## src/rtl/adc_avg_hist.sv

```systemverilog
// Per-lane ADC statistics: windowed sum, average and center/side histogram of one
// interleaved ADC lane. Windows of 2**Navg samples run back-to-back while en is high.
module adc_avg_hist #(
  parameter int unsigned Nadc   = 8,
  parameter int unsigned Nrange = 4
) (
  input  logic                         clk,
  input  logic                         rstb,
  input  logic                         en,
  input  logic [Nadc-1:0]              din,
  input  logic [Nrange-1:0]            Navg,
  input  logic [Nrange-1:0]            Nbin,
  output logic [Nadc+2**Nrange-1:0]    sum_out,
  output logic [Nadc-1:0]              avg_out,
  output logic [2**Nrange-1:0]         hist_center,
  output logic [2**Nrange-1:0]         hist_side,
  output logic                         update
);

  localparam int unsigned Cw = 2**Nrange;
  localparam int unsigned Sw = Nadc + Cw;
  // Deviation width: wide enough for din - avg_ref and for 3W+1.
  localparam int unsigned Dw = (Nadc + 2 > Nrange + 3) ? Nadc + 2 : Nrange + 3;

  typedef enum logic {StIdle, StAccum} state_e;

  state_e                  r_state, w_state_d;
  logic [Nrange-1:0]       r_navg, r_nbin;
  logic signed [Sw-1:0]    r_acc;
  logic [Cw-1:0]           r_cnt;
  logic [Cw-1:0]           r_cnt_c, r_cnt_l, r_cnt_r;

  logic signed [Sw-1:0]    w_din_ext, w_sum, w_sum_shift;
  logic signed [Dw-1:0]    w_d, w_w, w_w3;
  logic                    w_c, w_l, w_r;
  logic [Cw-1:0]           w_len_m1;
  logic                    w_last, w_load;
  logic [Cw-1:0]           w_cnt_c_nx, w_cnt_l_nx, w_cnt_r_nx;
  logic [Cw:0]             w_side_sum;

  // Datapath for the current sample: running sum, bin classification, window end.
  always_comb begin
    w_din_ext   = $signed({{Cw{din[Nadc-1]}}, din});
    w_sum       = r_acc + w_din_ext;
    w_sum_shift = w_sum >>> r_navg;
    // The reference is always the last published average (0 after reset).
    w_d  = $signed({{(Dw-Nadc){din[Nadc-1]}}, din})
         - $signed({{(Dw-Nadc){avg_out[Nadc-1]}}, avg_out});
    w_w  = $signed({{(Dw-Nrange){1'b0}}, r_nbin});
    w_w3 = (w_w <<< 1) + w_w + Dw'(1);
    w_c  = (w_d >= -w_w) && (w_d <= w_w);
    w_l  = (w_d >= -w_w3) && (w_d < -w_w);
    w_r  = (w_d > w_w) && (w_d <= w_w3);
    w_cnt_c_nx = r_cnt_c + Cw'(w_c);
    w_cnt_l_nx = r_cnt_l + Cw'(w_l);
    w_cnt_r_nx = r_cnt_r + Cw'(w_r);
    w_side_sum = {1'b0, w_cnt_l_nx} + {1'b0, w_cnt_r_nx};
    w_len_m1   = ~({Cw{1'b1}} << r_navg);
    w_last     = (r_cnt == w_len_m1);
    w_load     = (r_state == StAccum) && en && w_last;
  end

  // Next-state: any en=0 returns to idle, discarding the partial window.
  always_comb begin
    w_state_d = r_state;
    case (r_state)
      StIdle:  if (en) w_state_d = StAccum;
      StAccum: if (!en) w_state_d = StIdle;
      default: w_state_d = StIdle;
    endcase
  end

  // State register.
  always_ff @(posedge clk or negedge rstb) begin
    if (!rstb) r_state <= StIdle;
    else       r_state <= w_state_d;
  end

  // Accumulators, window control and published outputs.
  always_ff @(posedge clk or negedge rstb) begin
    if (!rstb) begin
      r_navg      <= '0;
      r_nbin      <= '0;
      r_acc       <= '0;
      r_cnt       <= '0;
      r_cnt_c     <= '0;
      r_cnt_l     <= '0;
      r_cnt_r     <= '0;
      sum_out     <= '0;
      avg_out     <= '0;
      hist_center <= '0;
      hist_side   <= '0;
      update      <= 1'b0;
    end else begin
      update <= 1'b0;
      if (r_state == StIdle) begin
        if (en) begin
          r_navg  <= Navg;
          r_nbin  <= Nbin;
          r_acc   <= '0;
          r_cnt   <= '0;
          r_cnt_c <= '0;
          r_cnt_l <= '0;
          r_cnt_r <= '0;
        end
      end else if (en) begin
        if (w_load) begin
          // Publish including this final sample; next window starts on the next edge.
          sum_out     <= w_sum;
          avg_out     <= w_sum_shift[Nadc-1:0];
          hist_center <= w_cnt_c_nx;
          hist_side   <= w_side_sum[Cw:1];
          update      <= 1'b1;
          r_navg      <= Navg;
          r_nbin      <= Nbin;
          r_acc       <= '0;
          r_cnt       <= '0;
          r_cnt_c     <= '0;
          r_cnt_l     <= '0;
          r_cnt_r     <= '0;
        end else begin
          r_acc   <= w_sum;
          r_cnt   <= r_cnt + Cw'(1'b1);
          r_cnt_c <= w_cnt_c_nx;
          r_cnt_l <= w_cnt_l_nx;
          r_cnt_r <= w_cnt_r_nx;
        end
      end
    end
  end

endmodule
```

## config.mk

```make
export PLATFORM = sky130hd
export DESIGN_NAME = adc_avg_hist
export DESIGN_NICKNAME = d
export VERILOG_FILES = /design/src/rtl/adc_avg_hist.sv
export SDC_FILE = /design/constraint.sdc
export NUM_CORES = 1
export LEC_CHECK = 0
export BUFFER_PORTS_ARGS = -buffer_cell sky130_fd_sc_hd__buf_2
export CORE_ASPECT_RATIO = 1.75
export CORE_MARGIN = 5
export CORE_UTILIZATION = 50
export CTS_CLUSTER_DIAMETER = 200
export DETAILED_ROUTE_END_ITERATION = 10
export PLACE_DENSITY = 0.75
export SLEW_MARGIN = 20
export SYNTH_ARGS = -nofsm -noshare
export SYNTH_HDL_FRONTEND = slang
export SYNTH_SLANG_ARGS = --single-unit
export TNS_END_PERCENT = 30
```

## constraint.sdc

```tcl
create_clock -name clk -period 6.9 [get_ports clk]
set_clock_uncertainty 0.15 [all_clocks]
set_input_delay 0.69 -clock clk [delete_from_list [all_inputs] [get_ports clk]]
set_output_delay 0.69 -clock clk [all_outputs]
set_load 0.02 [all_outputs]
```

==> results.yml <==
global_route:
  antenna_found_initial: 0
  grt_max_degree: 91
  grt_usage_pct: 23.7
  gr-total-overflow: 0
  grt_first_pass_wirelength_mm: 51.0
  grt_pass1_vias: 10100
power_and_ir_drop:
  ir_worst_vdd_v: 0.000200
  p_leak_nw: 6.35
  power_density_mw_per_mm2: 273
sta:
  relSlewSlack_pct: 36.1
  max_freq_mhz: 154
  min_period_ns: 6.50
  setup_viol: 0
  worstMarginPinSlew_ns: 0.958
  post-route-period-util_pct: 94.2
  hold_violations: 0
  whs_ns: 0.166
  drv_slew: 0
  finalWorstSetupSlack_ns: 0.401
  rsz0062_at_grt: "false"
  tns_ns: 0
floorplan:
  start_util_pct: 50.8
  boundaryPins: 84
  die_h_um: 211
  die_w_um: 125
  dieArea_mm2: 0.0265
  core_area_mm2: 0.0228
  row_count: 73
cts:
  clock_sinks: 162
  htree_levels: 4
  clock_latency_ns: 0.46
  ctsResizeCount: 0
  clockRootBuffer: "clkbuf_16"
  clkTransAtPathRegs_ns: 0.07
  cts-hold-fix-buffers: 0
  cts_setup_buffers: 0
  cts_buffer_depth: 2
  cts_made_buffers: 17
  cts_tree: "done"
placement:
  io_buffers: 83
  place.gp.congestion: 0.921
  dp_hpwl_mm: 22.5
  place_inst: 1653
  place_ws_ns: -0.148
cells_and_area:
  num-nets-final: 1487
  antennaDiodeCount: 0
  seqCellArea_mm2: 0.00405
  drive_gt1_share_pct: 16.9
  final_cell_count_no_fill: 1685
  n_fill_cell: 2074
  syn_to_final_growth_pct: 13.5
  multi_input_area_mm2: 0.00713
worst_setup_path:
  worstReg2RegStart: "r_nbin[0]"
  cp.required_ns: 7.09
  cpPeakStageDelay_ns: 0.56
  reg2regPathDepth: 28
  end_kind: "register"
  rrSetupSlack_ns: 0.40
  worst_path_max_delay_cell: "dfrtp_1"
  crit_arrival_ns: 6.69
  reg2reg_to: "hist_side[15]"
  crit_path_max_fanout: 9
  criticalPathCategory: "register to register"
  cp-start-kind: "register"
  worst_path_most_repeated_cell: "ha_1"
logic_synthesis:
  postSynthAreaPerCell_um2: 9.08
  synth_top_cells_by_count: "nand2_1, dfrtp_1, ha_1, o21ai_0, nor2_1"
  synth-seq-area-share_pct: 35.0
  synth_cell_types: 72
  synth-seq-cells: 162
  yosys-top-cells-area: "dfrtp_1, ha_1, nand2_1, o21ai_0, xnor2_1"
  yosys.area.top_type_share_pct: 35.0
  synthArstFlopShare_pct: 100
  yosysWarnings: 0
  synth.most_common_cell: "nand2_1"
  syn-num-nets: 1392
  syn_area_mm2: 0.0116
  synth_edf_count: 0
  netlist_instances: 1277
  yosysTopAreaCell: "dfrtp_1"
  ys.flop_type: "dfrtp_1"
outcome:
  outcome: "completed"
routing:
  drt-initial-drc-count: 598
  avgViaCountPerCell: 5.98
  drt_wl_total_mm: 30.7
  drc: 0
  vias: 10100
  ant_nets: 0
  wl_per_cell_um: 18.2
  dr.pass1.iters: 7
worst_hold_path:
  hold_path_class: "input port to asynchronous set/reset pin"
run:
  maxCapViolations: 0
## through the flow
step           total power [W]  utilization [%]  instance area (um^2)
2_1_floorplan          0.00221                -                 11600
3_3_place_gp           0.00259             54.9                 12500
3_5_place_dp           0.00263             54.9                 12500
4_1_cts                0.00360             57.5                 13100
5_1_grt                0.00382             57.6                 13200
6_report               0.00359             57.6                 13200
## flip-flops by register name, summed over array words and instances (netlist names), 4 cells and up
signal	cells
sum_out	24
r_cnt_c	16
hist_center	16
r_cnt_l	16
r_cnt	16
r_cnt_r	16
r_acc	24
r_navg	4
avg_out	8
hist_side	16
r_nbin	4
## metal layers
| layer | global-route usage [%] | share of wire, % | vias to the layer above |
|---|---|---|---|
| met5 | 0 | 0 | - |
| met4 | 11.8 | 4.3 | 0 |
| met3 | 4.39 | 4.4 | 85 |
| met2 | 42.6 | 52 | 275 |
| met1 | 26.7 | 39 | 4896 |
| li1 | - | - | 4826 |
## cells by family after synthesis
logic type	synth area share, %
flops	35.0
fa+ha+maj	10.6
buf+inv	3.89
mux	6.37
simple gates	17.5
xor+xnor	7.03
compound gates	19.6
## layout by cell type, fill, tap and decap left out, types with 15 or more instances in the layout
cell type  count
a21o_1        19
o21ai_0       88
dfrtp_1      162
nand3_1       46
clkbuf_16     17
mux4_2        15
xor2_1        43
nor3_1        25
o2bb2ai_1     43
xnor2_1       50
nor2_1        69
nand2_1      168
a21oi_1       36
and3_1        26
buf_2         82
and2_1        19
inv_1         52
mux2_2        32
buf_4         52
o21a_1        22
nand4_1       16
ha_1          91
## worst max-delay path by stage
stage / startpoint / slack [ns] / endpoint
after floorplan: din[0] / 0.27 / hist_side[15]
after global placement: din[0] / 0.01 / hist_side[15]
after detailed placement: din[0] / -0.15 / hist_side[15]
after CTS: avg_out[0] / 0.30 / hist_side[15]
after global routing: r_nbin[0] / 0.007 / hist_side[14]
final: r_nbin[0] / 0.40 / hist_side[15]
## where the power goes
group	leakage [nW]	internal, W	switching, W
registers	2.21	0.00103	0.0000837
logic	3.86	0.000632	0.000888
clock network	0.278	0.000516	0.000439
total	6.35	0.00218	0.00141
## cell type report
cell class,instances,share of cell area [%]
clock buffer,18,3.34
multi-input combinational,1000,54.2
clock inverter,14,1.07
inverter,56,1.60
timing repair buffer,135,6.17
sequential,162,30.8
tap,300,2.85
## critical path, delay by kind of cell, from the launching register on
kind | cells | cell delay [ns]
AO/OA/AOI/OAI | 11 | 1.88
AND/OR/NAND/NOR | 8 | 1.51
flip-flops | 1 | 0.56
buffers and inverters | 2 | 0.39
adder cells (fa/ha/maj) | 5 | 1.46
XOR/XNOR | 2 | 0.43
No activity file was read; power rests on OpenSTA's default activity.
